[src/rtl/branch_target_buffer.sv]
// Direct-mapped branch target buffer with per-entry saturating counters.
// Zero-latency lookup at fetch; updates from execute on the rising edge.
module branch_target_buffer #(
    parameter  int ENTRIES  = 16,
    parameter  int CTR_BITS = 2,
    localparam int IDX_W    = $clog2(ENTRIES),
    localparam int TAG_W    = 30 - IDX_W
) (
    input  logic        CLK,
    input  logic        nRST,
    input  logic [31:0] fetch_pc,
    output logic        hit,
    output logic        pred_taken,
    output logic [31:0] pred_target,
    input  logic        upd_valid,
    input  logic [31:0] upd_pc,
    input  logic        upd_taken,
    input  logic [31:0] upd_target,
    input  logic        upd_mispredict,
    input  logic        clear,
    output logic [31:0] mispredict_cnt
);

    localparam logic [CTR_BITS-1:0] CTR_MAX  = '1;
    localparam logic [CTR_BITS-1:0] CTR_INIT = CTR_BITS'(1) << (CTR_BITS - 1);

    logic [ENTRIES-1:0]  valid_q;
    logic [TAG_W-1:0]    tag_q [ENTRIES];
    logic [29:0]         tgt_q [ENTRIES];
    logic [CTR_BITS-1:0] ctr_q [ENTRIES];
    logic [31:0]         mcnt_q;
    logic [31:0]         mcnt_d;

    logic [IDX_W-1:0]    fidx;
    logic [TAG_W-1:0]    ftag;
    logic [IDX_W-1:0]    uidx;
    logic [TAG_W-1:0]    utag;
    logic                u_hit;
    logic                alloc;
    logic                bump;
    logic [CTR_BITS-1:0] ctr_cur;
    logic [CTR_BITS-1:0] ctr_nxt;
    logic                unused;

    assign unused = ^{upd_pc[1:0], upd_target[1:0]};

    assign fidx = fetch_pc[IDX_W+1:2];
    assign ftag = fetch_pc[31:IDX_W+2];
    assign uidx = upd_pc[IDX_W+1:2];
    assign utag = upd_pc[31:IDX_W+2];

    assign hit         = valid_q[fidx] && (tag_q[fidx] == ftag);
    assign pred_taken  = hit && ctr_q[fidx][CTR_BITS-1];
    assign pred_target = pred_taken ? {tgt_q[fidx], 2'b00}
                                    : fetch_pc + 32'd4;

    // clear discards any concurrent update
    assign u_hit = valid_q[uidx] && (tag_q[uidx] == utag);
    assign alloc = upd_valid && !clear && upd_taken && !u_hit;
    assign bump  = upd_valid && !clear && u_hit;

    always_comb begin
        ctr_cur = ctr_q[uidx];
        ctr_nxt = ctr_cur;
        if (upd_taken) begin
            if (ctr_cur != CTR_MAX) ctr_nxt = ctr_cur + CTR_BITS'(1);
        end else begin
            if (ctr_cur != '0) ctr_nxt = ctr_cur - CTR_BITS'(1);
        end
    end

    always_ff @(posedge CLK or negedge nRST) begin
        if (!nRST) begin
            valid_q <= '0;
            for (int i = 0; i < ENTRIES; i++) ctr_q[i] <= '0;
        end else if (clear) begin
            valid_q <= '0;
        end else if (alloc) begin
            valid_q[uidx] <= 1'b1;
            ctr_q[uidx]   <= CTR_INIT;
        end else if (bump) begin
            ctr_q[uidx] <= ctr_nxt;
        end
    end

    // tag/target carry no reset; valid_q guards them
    always_ff @(posedge CLK) begin
        if (nRST && (alloc || (bump && upd_taken))) begin
            tag_q[uidx] <= utag;
            tgt_q[uidx] <= upd_target[31:2];
        end
    end

    always_comb begin
        mcnt_d = mcnt_q;
        if (upd_valid && upd_mispredict && (mcnt_q != 32'hFFFF_FFFF))
            mcnt_d = mcnt_q + 32'd1;
    end

    always_ff @(posedge CLK or negedge nRST) begin
        if (!nRST) mcnt_q <= '0;
        else       mcnt_q <= mcnt_d;
    end

    assign mispredict_cnt = mcnt_q;

endmodule

[config.mk]
export PLATFORM = sky130hd
export DESIGN_NAME = branch_target_buffer
export DESIGN_NICKNAME = d
export VERILOG_FILES = /design/src/rtl/branch_target_buffer.sv
export SDC_FILE = /design/constraint.sdc
export NUM_CORES = 1
export LEC_CHECK = 0
export CAP_MARGIN = 25
export CORE_MARGIN = 4
export CORE_UTILIZATION = 30
export CTS_CLUSTER_SIZE = 28
export DETAILED_ROUTE_END_ITERATION = 16
export PLACE_DENSITY = 0.49
export SLEW_MARGIN = 20
export SYNTH_ARGS = -nofsm -noshare
export SYNTH_HDL_FRONTEND = slang
export SYNTH_SLANG_ARGS = --single-unit
[constraint.sdc]
create_clock -name CLK -period 6.2 [get_ports CLK]
set_input_delay 1.24 -clock CLK [delete_from_list [all_inputs] [get_ports CLK]]
set_output_delay 1.24 -clock CLK [all_outputs]
set_load 0.01 [all_outputs]
# Word-level counts from Yosys, hierarchy flattened
# Memory sizes are Yosys's and may differ from the RTL's.
# Cells that the tools add are included.
[totals] input_bits=102 romBits=0 regBits=80 output_inout_bits=66 ramBits=896 mem_count=2 latch_bits=0 wordCells=86
[classes] shifts=0 bitwise=7 n_reduce_logical=20 multipliers=0 n_mux=25 n_eq_ne=4 n_div=0 add_sub_neg=4 n_lt_le_gt_ge=6
[mem_list] name="tgt_q" depth=16 word_bits=30 rd=1 rd_clocked_by_memory_dff=0 wr=1 line="29" rtl="logic [29:0] tgt_q [ENTRIES];"
[mem_list] name="tag_q" depth=16 word_bits=26 rd=2 rd_clocked_by_memory_dff=0 wr=1 line="28" rtl="logic [TAG_W-1:0] tag_q [ENTRIES];"
[ops] cell="2-to-1 mux 32 bit" count=3
[ops] cell="== test 26 bit" count=2
[ops] cell="adder 32 x 1 -> 32 bit (second input constant)" count=1
[ops] cell="adder 32 x 3 -> 32 bit (second input constant)" count=1
[ops] cell="bitwise mux 32 bit" count=1
[ops] cell="2-to-1 mux 16 bit" count=2
[ops] cell="inequality test 32 bit (second input constant)" count=1
[ops] cell="bitwise OR 16 bit" count=2
[ops] cell="AND 16 bit" count=1
[ops] cell="binary-select mux 2 bit (select 4 bit)" count=2
[ops] cell="2-to-1 mux 2 bit" count=8
[ops] cell="inverter 16 bit" count=1
[ops] cell="logical AND 1 bit" count=13
[ops] cell=">= comparator 5 bit (second input constant)" count=2
[ops] cell="less-than comparator 4 x 5 -> 1 bit (second input constant)" count=2
[ops] cell="inverter 4 -> 5 bit" count=2
[ops] cell="binary-select mux 1 bit (select 4 bit)" count=2
[ops] cell="demux 2 bit (select 4 bit)" count=1
[ops] cell="nonzero test 2 bit" count=3
[ops] cell="less-than comparator 5 x 1 -> 1 bit (second input constant)" count=1
[ops] cell="2-to-1 mux 1 bit" count=5
[ops] cell="demux 1 bit (select 4 bit)" count=1
[ops] cell=">= comparator 4 x 1 -> 1 bit (second input constant)" count=1
[ops] cell="adder 2 x 1 -> 2 bit (second input constant)" count=1
[ops] cell="other kinds (6)" count=7

# Longest topological paths before layout
# Gate-level depths: netlist (run 1).
[logic_depth] ltp_word=10 depth_mapped=15 depth_no_buf=9

# Worst setup path before layout (run 1)
# No wires, ideal clock.
[synth_timing] path_type="in2out" start="in fetch_pc[2]" end="out pred_target[10]" stages=9 t_arrival_ps=4125 path_slack_ps=835 t_required_ps=4960 cell_sequence="buf_2 buf_4 buf_2 buf_4 clkbuf_1 buf_2 mux4_2 mux4_2 mux2_2"
[synth_between] elab_chain_len=6 word_cells_on_any_way=13 cone_classes="add/sub (1); eq/ne (1); mux (6); bitwise (1); reduce/logical (2); memory (2)"
[synth_rtl] item="start: declaration" line="11" rtl="input logic [31:0] fetch_pc,"
[synth_rtl] item="parallel branches: the longest is 5 deep, another holds memory read (16 x 26 bit)"
[synth_rtl] item="2-to-1 mux 32 bit (*)" line="54" rtl="assign pred_target = pred_taken ? {tgt_q[fidx], 2'b00}"
[synth_rtl] item="end: declaration" line="14" rtl="output logic [31:0] pred_target,"
# Mark *: on every way between the ends. The select of a mux whose other input is x is not followed.

# Worst setup path after layout (run 1)
[layout_timing] start="in fetch_pc[3]" end="out pred_target[30]"
# The elaborated chain is that of the path after synthesis.

==> results list, run 1 <==
* Metal2 WL: roughly 67000 um
* Layout Skew: just over 0.06 ns
- STA puts the critical path data required time at 4.96 ns.
* Number of nets at the end of the flow: 2833
* Count of input and output buffers: 163
- Worst Tran Pin Value: approximately 1.0 ns
* Via/cell ratio: 5.37
- Before antenna repair, the detailed router went through 5 iterations.
- After layout, the design draws a total of 0.0151 W.
- Mean routed wirelength per cell: around 30 um
* Synth unique cells: 73
* Clock slew at the register clock pins of the worst setup and hold paths: 0.06 ns
* Residual DRC: 0
- STA classifies the critical path endpoint as a primary output.
- TritonCTS buffer count: about 110
* Classification of the worst-slack hold path: reg -> reg
- Max-cap violations in this run came to 0.
- The highest metal layer carrying signal wires in the routed design is met5.
- The worst-case IR drop observed on VDD is about 0.27 mV.
- Setup repair after global routing could not meet its margin everywhere.
* Vertical die dimension: approximately 390 um
- Sequential area share after synthesis: 66.0%
- Relative to the synthesized area, the layout overhead comes to 21.4%.
- Once detailed placement completed, the half-perimeter wirelength came to 90800 um.
- Run status: completed
- Number of levels in the clock H-tree: 3
* Shortest period the worst path allows: approximately 6.2 ns
- CTS placed an instance of clkbuf_16 at the clock tree root.
- Summing all flip-flop and latch instances after layout gives approximately 29000 um^2.
* Flops & latches, synth: approximately 1000
* Global-route congestion overflow total: 0
- Row generation in the floorplan step produced 139 rows.
- The synthesized netlist occupies a cell area of ~44000 um^2.
- Largest net degree at the start of global routing: 81
* Final-layout fill cell count: about 13000
* Hold violation total from the final report: 0
- Via count of the first global-routing pass: between 20000 and 30000
- For the worst-skew pair, the clock arrives at the later sink with an insertion delay of about 0.74 ns.
- Synthesized area divided by synthesized cell count: ~18 um^2
- Path type of the worst setup path: in -> out
- Data on the critical path arrives at its endpoint at about 4.9 ns.
* Combined area of the multi-input logic cells: between 10000 and 15000 um^2
- Initial core utilization: 30.3%
* Reported leakage power: between 15 and 20 nW
* Achievable clock frequency: 162 MHz
* RePlAce Congestion: a little under 0.9
- Largest buffer count on any clock path: 3
- For this run, the number of Yosys warnings is 0.
- After layout, the worst path uses between 90% and 100% of the clock period.
- Die W: about 390 um
- By area the synthesized netlist is led by edfxtp_1, mux4_2, dfrtp_1, mux2i_1, mux2_2.
* Count of endpoints failing setup in the final report: 0
* Final-report max-slew violation count: 0
- The biggest area contributor in the post-synthesis netlist is edfxtp_1.
- Startpoint kind of the worst setup timing path: input port
* Post-detailed-routing wire length: approximately 140000 um
* Global router's overall resource usage: approximately 18%
* Fraction of registers with async set/reset: 8.20%
- Post-Synthesis Net Count: ~2500
- The number of antenna violations at the first check in global routing came to 16.
- Floorplan Core Area: 144000 um^2
- Largest driver fanout on the critical path: 27
- In this run the power density over the cells is 285 nW/um^2.
- The first global-routing pass estimated roughly 200000 um of wire.
- The library cell used most frequently in the layout, excluding fill and tap cells, is edfxtp_1.
- Via count: about 25000
* Num ports: approximately 170
- Headroom to the max-slew limit came out at ~31%.
* Routed length on met1: approximately 62000 um
- Synthesis handed over a netlist of about 2400 instances.
- TritonCTS clock tree: done
* Dominant register cell in the synthesized netlist: edfxtp_1
* Most frequent cells in the layout: edfxtp_1, mux4_2, buf_4
- Number of routed nets with antenna violations: 0
* Final sum of negative setup slack: 0 ns
* Met3 wire length: ~9600 um
- The die covers roughly 150000 um^2.
* Number of clock sinks seen by CTS: between 900 and 1000
- Counting flops with a built-in enable in the synthesized netlist gives ~900.
- Share of final-layout standard cells stronger than drive strength 1: between 20% and 30%
- Drt first-iter violations: roughly 2300
- Area share of the largest cell type after synthesis: 61.4%
## kinds of logic after synthesis
family,Yosys count,share of synthesized area [%]
AOI/OAI and AO/OA,251,4.62
xor gates and xnor gates,127,2.54
buffers and inverters,204,2.28
and+or+nand+nor,274,3.14
muxes,544,21.3
DFF,976,66.0
adders and majority gates,4,0.103
## cell usage after synthesis, drive strengths merged (30+ instances only)
master / instances
mux2i: 162
nand2: 81
edfxtp: 896
o22ai: 44
clkbuf: 53
dfrtp: 80
xor2: 36
xnor2: 91
mux4: 301
nand3: 32
mux2: 81
nor2: 61
buf: 97
a22oi: 30
inv: 51
## worst max-delay path: stages
cell and delay, ns:
buf_8 0.11, buf_12 0.25, mux4_2 0.54, mux2i_1 0.60, o21ai_0 0.29, a2111oi_4 0.35, buf_4 0.17, and4b_4 0.31
buf_4 0.20, mux2_2 0.35, clkdlybuf4s50_1 0.49
## where the power goes
group	internal (W)	switching, W	leakage [nW]
clock network	0.00375	0.00272	1.72
registers	0.00727	0.0000651	9.07
logic	0.000605	0.000728	6.94
total	0.0116	0.00351	17.7
## registers in the layout (all words and copies together) (netlist names)
name and cells:
tgt_q 480, tag_q 416, ctr_q 32, mispredict_cnt 32
valid_q 16
## metrics by stage
stage | worst slack (ns) | hold slack [ns] | cell area [um^2] | util [%] | cells
after global placement | -0.266 | 0.476 | 49400 | 34.2 | 4516
final | 0.0176 | 0.487 | 53200 | 36.8 | 4726
after global routing | -0.0620 | 0.511 | 53200 | 36.8 | 4719
after floorplan | 0.835 | 0.474 | 43800 | - | 2380
after detailed placement | -0.226 | 0.485 | 49400 | 34.2 | 4516
after CTS | 0.000395 | 0.494 | 53000 | 36.7 | 4717
## path summary, 6_finish.rpt
kind                               startpoint                 end  slack, ns  cells after the start
max                               fetch_pc[3]     pred_target[30]       0.02                     11
min                        mispredict_cnt[23]  mispredict_cnt[23]       0.49                      1
max reg2reg                      tag_q[13][1]           ctr_q[11]       2.42                     10
min reg2reg                mispredict_cnt[23]  mispredict_cnt[23]       0.49                      1
max in group asynchronous                nRST           ctr_q[18]       4.99                      2
min in group asynchronous                nRST          valid_q[6]       0.70                      2
## layer usage
layer	track usage [%]	vias to the layer above
met4	4.10	14
met2	29.5	931
met1	25.4	13700
met5	0	-
li1	-	10500
met3	3.80	202
## final cells by class
cell class / count / area share [%]
diodes: 7 / 0.0329
clock inverters: 70 / 1.46
inverters: 54 / 0.384
repair buffers: 390 / 7.59
flip-flops and latches: 976 / 54.4
well taps: 1903 / 4.48
multi-input cells: 1200 / 26.5
clock buffers: 126 / 5.23
## what timing repair did
action	in CTS	in global routing
hold buffers	0	0
endpoints found under the setup margin	31	27
gates cloned	0	0
buffers inserted	5	1
endpoints found under the hold margin	0	0
pin swaps	3	2
gates resized for setup	16	31
(Power assumes the default switching activity.)
==> inputs of run 2 (changes only) <==
--- a/config.mk
+++ b/config.mk
@@ -11,7 +11,7 @@
 export CTS_CLUSTER_SIZE = 28
 export DETAILED_ROUTE_END_ITERATION = 16
 export PLACE_DENSITY = 0.49
-export SLEW_MARGIN = 20
+export SLEW_MARGIN = 0
 export SYNTH_ARGS = -nofsm -noshare
 export SYNTH_HDL_FRONTEND = slang
 export SYNTH_SLANG_ARGS = --single-unit
==> run 2 against run 1 <==
Sequential power is essentially flat. Via count is essentially flat. Design area is essentially flat. Total power is essentially flat. Critical path depth is the same. Setup slack lost 0.010 ns. Count of clock-buffer cells in the layout is the same. Wire length is essentially flat. Final cell count is essentially flat. Largest power group unchanged. Highest routed layer unchanged.
==> results list, run 2 (same netlist as run 1, synthesis figures left out) <==
- The signal on the critical path passes through buf_8 -> buf_12 -> mux4_2 -> mux2i_1 -> o21ai_0 -> a2111oi_4 -> buf_4 -> and4b_4 -> buf_4 -> mux2_2 -> clkdlybuf4s50_1.
* Count of endpoints failing setup in the final report: 0 (unchanged)
- The kind of cell with the highest combined delay along the critical path is multiplexers.
* Most frequent cells in the layout: edfxtp_1, mux4_2, buf_4
- The most critical setup path has its endpoint at pred_target[30].
- Clock slew at the register clock pins of the worst setup and hold paths: 0.05 ns (about the same)
- Num ports: 168 (unchanged)
- The average detailed-routed wire length per instance was 29.8 um (-0.16%).
- Run status: completed
- Slowest library cell on the worst path: mux2i_1
- Synthesis-to-finish area growth: 21.5% (about the same)
- The largest net degree at the start of global routing came to 81 (unchanged).
- Clock latency on the worst-skew pair: 0.74 ns (about the same)
- The via count of the first global-routing pass was 26200 (unchanged).
- Cell Pwr Density: 284 nW/um^2 (about the same)
- R2R Path End: ctr_q[7]
* Unrepaired setup endpoints after global routing: yes
* Number of clock sinks seen by CTS: 976 (unchanged)
- The global placement routability congestion is 0.876 (unchanged).
- Hold slack: 0.487 ns (-0.000134 ns)
- The DRC marker count from the first detailed-route iteration came to 2250 (-3.1%).
- TritonCTS buffer count: 107 (unchanged)
- In this run the worst hold path is classified as reg -> reg.
* Total Die Area: 152000 um^2 (unchanged)
- Floorplan row count: 139 (unchanged)
- Reported leakage power: 17.7 nW (about the same)
- Critical Path Stages: 11 (unchanged)
- Buf+Inv Stages, Crit Path: 5 (unchanged)
- Final-report max-slew violation count: 0 (unchanged)
- The count of input and output buffers was 163 (unchanged).
- The H-tree depth reported by CTS was 3 (unchanged).
- The number of DRC violations after detailed routing is 0 (unchanged).
- Global-route congestion overflow total: 0 (unchanged)
- Worst-case register-to-register setup slack: 2.40 ns (-0.02 ns)
- Largest driver fanout on the critical path: 27 (unchanged)
- The library cell used most frequently in the layout, excluding fill and tap cells, is edfxtp_1.
- Headroom to the max-slew limit: 33.0% (+1.8 points)
- The core area came to 144000 um^2 (unchanged).
- Hold violation total from the final report: 0 (unchanged)
- The worst-margin pin slew came to 1.00 ns (-0.0276 ns).
- The post-detailed-route count of antenna-violating nets was 0 (unchanged).
- Achievable clock frequency: 161 MHz (-0.16%)
* Die W: 390 um (unchanged)
- The clock tree skew after final layout is 0.0599 ns (-0.000437 ns).
- STA classifies the critical path startpoint as an input port.
- Origin of the critical flop-to-flop path: tag_q[13][1]
* Launching element of the worst setup path: fetch_pc[3]
- tgt_q holds more flip-flops than any other register.
* Number of max-cap violations: 0 (unchanged)
* Post-detailed-routing wire length: 141000 um (about the same)
* Share of final-layout standard cells stronger than drive strength 1: 29.2% (about the same)
- Vertical die dimension: 390 um (unchanged)
* Part of the cycle the worst path needs: 99.9% (+0.16 points)
* Via/cell ratio: 5.37 (about the same)
* Post-layout utilization of the core: 36.9% (about the same)
* Hold buffer count at cts: 0 (unchanged)
- The combined global-route utilization of all metal layers came to 18.2% (unchanged).
- Counting stages on the worst path, the most repeated cell is buf_4.
* Registers with the highest flip-flop counts: tgt_q x480, tag_q x416
- Antenna violations before repair: 16 (unchanged)
- The number of flip-flops under the largest register name came to 480 (unchanged).
* Number of nets at the end of the flow: 2834 (+0.035%)
* TritonCTS clock tree: done
* Worst path arrival time: 4.95 ns (about the same)
* Via count: 25400 (-0.016%)
* Largest incremental delay on the critical path: 0.60 ns (about the same)
* CP Data Required Time: 4.96 ns (about the same)
- STA classifies the critical path endpoint as a primary output.
- Pre-antenna DRT Iters: 5 (unchanged)
* Largest buffer count on any clock path: 3 (unchanged)
- Estimated wirelength of the detail-placed design: 90800 um (unchanged)
- Initial core utilization: 30.3% (unchanged)
- The global-route wire length before repair came to 199000 um (unchanged).
- Worst IR drop on VDD: 0.266 mV (-0.46%)
* Shortest period the worst path allows: 6.19 ns (+0.0102 ns)
- The number of cells traversed by the worst register-to-register path was 10 (unchanged).
- Path type of the worst setup path: in -> out
* Library cell used as clock root buffer: clkbuf_16
-- run 2: cell types whose count changed in the layout (fill, tap and decap cells not counted) --
cell / before / now
buf_4: 177 / 178
buf_16: 0 / 1
buf_8: 3 / 4
buf_6: 4 / 2
diode_2: 7 / 9
-- run 2: layout make-up --
| cell class | instances | area [um^2] |
|---|---|---|
| antenna | 9 | 22.5 |
| tap | 1903 | 2380 |
| multi-input combinational | 1200 | 14100 |
| sequential | 976 | 28900 |
| fill | 13500 | 91100 |
| clock inverter | 70 | 776 |
| clock buffer | 126 | 2780 |
| timing repair buffer | 391 | 4060 |
| inverter | 54 | 204 |
-- run 2: power by group --
group | switching [W] | internal (W) | total, W
clock network | 0.00271 | 0.00375 | 0.00646
registers | 0.0000652 | 0.00727 | 0.00734
logic | 0.000728 | 0.000606 | 0.00133
total | 0.00350 | 0.0116 | 0.0151
-- run 2: worst min path at each step --
stage | startpoint | endpoint | depth (start not counted)
after floorplan | ctr_q[10] | ctr_q[10] | 2
after global placement | mispredict_cnt[23] | mispredict_cnt[23] | 1
after detailed placement | mispredict_cnt[23] | mispredict_cnt[23] | 1
after CTS | mispredict_cnt[23] | mispredict_cnt[23] | 1
after global routing | mispredict_cnt[11] | mispredict_cnt[11] | 1
final | mispredict_cnt[23] | mispredict_cnt[23] | 1
-- run 2: layer usage --
metal  part of all wire [%]  GRT usage (%)
met1                     43           25.4
met2                     47           29.5
met3                    7.0           3.80
met4                    2.2           4.10
met5                  0.053              0
-- run 2: through the flow --
| step | std cells | power [W] | worst slack (ns) | TNS, ns | area, um^2 |
|---|---|---|---|---|---|
| 5_1_grt | 4720 | 0.0156 | -0.0620 | -0.103 | 53200 |
| 3_3_place_gp | 4516 | 0.00878 | -0.266 | -6.52 | 49400 |
| 6_report | 4729 | 0.0151 | 0.00746 | 0 | 53200 |
| 3_5_place_dp | 4516 | 0.00880 | -0.226 | -5.11 | 49400 |
| 4_1_cts | 4717 | 0.0153 | 0.000395 | 0 | 53000 |
| 2_1_floorplan | 2380 | 0.00817 | 0.835 | 0 | 43800 |
-- run 2: what timing repair did --
item                       in CTS  in global routing
pin swaps                       3                  2
setup endpoints to repair      31                 27
buffers inserted                5                  1
resized for setup              16                 31
==> inputs of run 3 (changes only) <==
--- a/config.mk
+++ b/config.mk
@@ -11,6 +11,7 @@
 export CTS_CLUSTER_SIZE = 28
 export DETAILED_ROUTE_END_ITERATION = 16
 export PLACE_DENSITY = 0.49
+export SETUP_SLACK_MARGIN = 0.02
 export SLEW_MARGIN = 0
 export SYNTH_ARGS = -nofsm -noshare
 export SYNTH_HDL_FRONTEND = slang
==> constraint.sdc (replaced) <==
create_clock -name CLK -period 7.7 [get_ports CLK]
set_input_delay 1.54 -clock CLK [delete_from_list [all_inputs] [get_ports CLK]]
set_output_delay 1.54 -clock CLK [all_outputs]
set_load 0.01 [all_outputs]
==> run 3 against run 2 <==
Critical path depth is 3 higher. Largest cell class unchanged. Global-route usage is 0.092 points lower. Wire length is 0.41% lower. Final cell count is 2.6% lower. Critical endpoint is now pred_target[15].
==> results list, run 3 (same netlist as run 1, synthesis figures left out) <==
- Run status: completed
* Share of final-layout standard cells stronger than drive strength 1: 25.3% (-3.9 points)
* Worst IR drop on VDD: 0.177 mV (-33%)
* Number of clock sinks seen by CTS: 976 (unchanged)
- In the layout the commonest cells are edfxtp_1, mux4_2, mux2i_1.
- Path type of the worst setup path: in -> out
- The total number of vias is 24800 (-2.3%).
- The static leakage is 16.8 nW (-5.3%).
- The total placed instance area came to 48300 um^2 (-2.3%).
* Unrepaired setup endpoints after global routing: no
- Headroom to the max-slew limit: 32.0% (-1.0 points)
- Mean routed wirelength per cell: 30.4 um (+2.2%)
- Worst-case register-to-register setup slack: 3.39 ns (+0.99 ns)
- Drt first-iter violations: 2233 (-0.76%)
* Largest buffer count on any clock path: 3 (unchanged)
- Num ports: 168 (unchanged)
* Number of max-cap violations: 0 (unchanged)
- The number of hold buffers added after CTS is 0 (unchanged).
- The number of hold violations in the final report came to 0 (unchanged).
* Estimated wirelength of the detail-placed design: 86400 um (-4.9%)
- The post-detailed-route count of antenna-violating nets came to 0 (unchanged).
* Hold slack: 0.487 ns (+0.000357 ns)
- tgt_q holds more flip-flops than any other register.
- The die span in x is 390 um (unchanged).
- Count of input and output buffers: 163 (unchanged)
- Vertical die dimension: 390 um (unchanged)
- Clock latency on the worst-skew pair: 0.76 ns (+0.02 ns)
* Initial core utilization: 30.3% (unchanged)
- Setup Slack @ Placement: 0.412 ns (+0.638 ns)
* Clock slew at the register clock pins of the worst setup and hold paths: 0.05 ns (about the same)
- The core area is 144000 um^2 (unchanged).
- The number of cells upsized or downsized after cts was 0 (-16).
* Number of nets at the end of the flow: 2706 (-4.5%)
* Floorplan row count: 139 (unchanged)
- The number of DRC violations after detailed routing came to 0 (unchanged).
- The clock buffer count from CTS was 108 (+0.93%).
- The H-tree depth reported by CTS is 3 (unchanged).
* Setup Fix Bufs, Post-CTS: 0 (-5)
- Worst path arrival time: 5.76 ns (+0.81 ns)
- The die area is 152000 um^2 (unchanged).
- The maximum fanout along the worst path came to 33 (+22%).
- The total power divided by cell area was 233 nW/um^2 (-18%).
* Pre-antenna DRT Iters: 5 (unchanged)
- The global placement routability congestion was 0.847 (-3.3%).
- The number of standard cells in the layout, taps in and fillers out was 4606 (-2.6%).
* Antenna violations before repair: 20 (+4)
- The number of cells traversed by the worst register-to-register path was 9 (-1).
- The worst path needs around 7.3 ns of the cycle, external delays included.
- The worst setup path is launched from an input port.
* Instance count after placement with tap cells included: 4394 (-2.7%)
- Flip-flop count of the largest register after layout: 480 (unchanged)
- Library cell used as clock root buffer: clkbuf_16
- The number of vias per cell after detailed routing came to 5.38 (+0.29%).
- Most common cell after layout, fill and taps aside: edfxtp_1
- Post-detailed-routing wire length: 140000 um (-0.41%)
- CP Data Required Time: 6.16 ns (+1.20 ns)
- The global-route wire length before repair was 197000 um (-0.90%).
* TritonCTS clock tree: done
* Count of endpoints failing setup in the final report: 0 (unchanged)
- Worst Tran Pin Value: 1.02 ns (+0.0165 ns)
- Achievable clock frequency: 137 MHz
- The number of cells on the worst hold path was 1 (unchanged).
- Final-report max-slew violation count: 0 (unchanged)
- The final design area excluding fillers is 51900 um^2 (-2.5%).
- Setup WS post-layout: 0.404 ns (+0.396 ns)
* Registers with the highest flip-flop counts: tgt_q x480, tag_q x416
* Layout Skew: 0.0694 ns (+0.00947 ns)
- Via count of the first global-routing pass: 25900 (-1.0%)
- The path class of the tightest hold or removal check is reg -> reg.
- Part of the cycle the worst path needs: 94.8%
- The largest net degree at the start of global routing was 82 (+1.2%).
- Final sum of negative setup slack: 0 ns (unchanged)
- The total congestion overflow after global routing was 0 (unchanged).
- Global router's overall resource usage: 18.1% (-0.092 points)
- Synthesis-to-finish area growth: 18.5%
* Kind of end point of the critical path: primary output
## run 3: critical path, cell delays in order
cell and delay, ns:
buf_8 0.35, nor2_1 0.16, buf_4 0.23, a22oi_1 0.19, nand2_1 0.19, a2111oi_0 0.44, a32oi_1 0.15, a311o_1 0.35
a2111oi_1 0.42, buf_4 0.18, and4b_2 0.36, buf_12 0.22, mux2_2 0.41, clkdlybuf4s50_1 0.51
## run 3: area by class of cell
cell class | count | area, um^2
diodes | 10 | 25.0
repair buffers | 262 | 2770
flip-flops and latches | 976 | 28900
inverters | 54 | 204
well taps | 1903 | 2380
clock buffers | 140 | 2860
clock inverters | 61 | 707
multi-input cells | 1200 | 14000
fillers | 13400 | 92500
## run 3: final timing paths
check,start,end
setup reg to reg,tag_q[13][1],ctr_q[28]
setup / recovery,fetch_pc[2],pred_target[15]
min in group asynchronous,nRST,mispredict_cnt[20]
max in group asynchronous,nRST,ctr_q[29]
hold / removal,mispredict_cnt[23],mispredict_cnt[23]
hold reg to reg,mispredict_cnt[23],mispredict_cnt[23]
## run 3: power by group
part,switching [W],internal [W]
clock,0.00219,0.00298
combinational,0.000573,0.000447
sequential,0.0000530,0.00586
## run 3: metrics by stage
stage               total power, W  util [%]
floorplan                  0.00658         -
global placement           0.00702      33.4
detailed placement         0.00704      33.4
CTS                         0.0122      35.9
global route                0.0125      35.9
finish                      0.0121      35.9
## run 3: routing by layer
layer | part of all wire (%) | track usage [%] | vias up | wire (um)
li1 | - | - | 10300 | -
met4 | 2.7 | 4.75 | 14 | 3800
met5 | 0.063 | 0 | - | 89
met1 | 43 | 25.1 | 13300 | 60700
met2 | 47 | 29.3 | 938 | 66400
met3 | 6.6 | 3.61 | 209 | 9230
==> edit: new RTL, settings of run 1 <==
Register the output `pred_target`, without a reset; this adds one clock of latency there. The other outputs are not delayed to match.
--- a/src/rtl/branch_target_buffer.sv
+++ b/src/rtl/branch_target_buffer.sv
@@ -53,4 +53,5 @@
     assign pred_taken  = hit && ctr_q[fidx][CTR_BITS-1];
-    assign pred_target = pred_taken ? {tgt_q[fidx], 2'b00}
-                                    : fetch_pc + 32'd4;
+    always_ff @(posedge CLK) begin
+        pred_target <= pred_taken ? {tgt_q[fidx], 2'b00} : fetch_pc + 32'd4;
+    end
 
Function: changed (Yosys sat finds a counterexample within 4 cycles, from zero or initial values and one cycle with nRST low).
==> edit against run 1 <==
Routed wire length is 1.4% lower. Non-clock buffer count fell by 83. Critical endpoint is now pred_taken. Register-to-register slack worse by 0.20 ns. Power grew 4.7%. Synthesized area increased by 1.7%. Worst setup slack gained 0.12 ns. Design area up 0.53%. Sequential cell count increased by 32. Critical path type unchanged. Highest routed layer unchanged. Critical path depth unchanged. Largest cell class unchanged. Combinational power fell by 9.8%.
==> edit: results (changes against run 1) <==
[timing]
post-route-period-util = 0.9777  ; was 0.9972
fin_worst_hold_slack_ns = 0.4831  ; was 0.4867 ns
max-slew-margin-rel = 0.2882  ; was 0.3120

[global_routing]
grt.total_usage = 0.1752  ; was 0.1823
grt_max_degree = 66  ; was 81
met2_usage = 0.2811  ; was 0.2946
grt_pass1_vias = 26177  ; was 26151
grt_first_pass_wirelength_um = 196600  ; was 198900 µm
grt_util_met1 = 0.2479  ; was 0.2544
grt_use_met3 = 0.03272  ; was 0.03796
antenna_found_initial = 15  ; was 16

[critical_path]
r2r_start = tag_q[8][23]  ; was tag_q[13][1]
critical_path_arrival_ns = 4.82  ; was 4.94 ns
slowest_stage = clkdlybuf4s50_1  ; was mux2i_1
r2r-end = pred_target[27]  ; was ctr_q[11]
cp_top_family = buffers and inverters  ; was multiplexers
rrSetupSlack_ns = 2.22  ; was 2.42 ns

[synthesis]
async_flop_share = 0.07937  ; was 0.08197
synth_commonest_cells = 896 x edfxtp_1, 324 x mux4_2, 144 x mux2i_1  ; was 896 x edfxtp_1, 294 x mux4_2, 162 x mux2i_1
avgSynthCellArea_um2 = 18.50  ; was 18.40 µm²
syn_nets = 2512  ; was 2484
synth_area_leaders = edfxtp_1 60%, mux4_2 16%, dfrtp_1 4.5%, mux2i_1 3.2%, dfxtp_1 1.4%  ; was edfxtp_1 61%, mux4_2 15%, dfrtp_1 4.6%, mux2i_1 3.7%, mux2_2 2.1%
ys_seq_area_frac = 0.6634  ; was 0.6600

[finish]
instances_no_fill = 4705  ; was 4726
num-nets-final = 2778  ; was 2833
drive_gt1_frac = 0.2672  ; was 0.2915

[detailed_routing]
via_per_inst = 5.362  ; was 5.371
wl_met1_um = 61160  ; was 61520 µm
wl_met2_um = 65590  ; was 66570 µm
drtIter0Drc = 2334  ; was 2321

[placement]
placed_cell_area_um2 = 49350  ; was 49400 µm²
dp.cells = 4489  ; was 4516
dp_hpwl_um = 84590  ; was 90820 µm

[power_and_ir_drop]
p_leak_uw = 0.01769  ; was 0.01772 µW

[outcome]
status = complete, no violations  ; unchanged

[cts]
numCtsBuffers = 112  ; was 107

[die]
fp-row-count = 141  ; was 139

[edit: report_power, final]
group / total [µW] / leakage [µW] / internal, µW / switching, µW
clock network: 7150 / 0.00193 / 4330 / 2820
logic: 1200 / 0.00642 / 531 / 672
registers: 7500 / 0.00934 / 7450 / 46.2
[edit: cells by family after synthesis]
group                      synth area share
AOI/OAI and AO/OA                   0.03660
muxes                                0.2195
xor gates and xnor gates            0.01966
DFF                                  0.6634
adders and majority gates          0.001011
and+or+nand+nor                     0.03691
buffers and inverters               0.02287
[edit: area by class of cell]
class / count / area, µm² / share of cell area
multi-input combinational: 1192 / 14110 / 0.2639
sequential: 1008 / 29550 / 0.5527
timing repair buffer: 307 / 3134 / 0.05863
inverter: 53 / 201.4 / 0.003768
tap: 1930 / 2415 / 0.04517
clock inverter: 61 / 973.4 / 0.01821
clock buffer: 148 / 3068 / 0.05738
antenna: 6 / 15.01 / 0.0002808
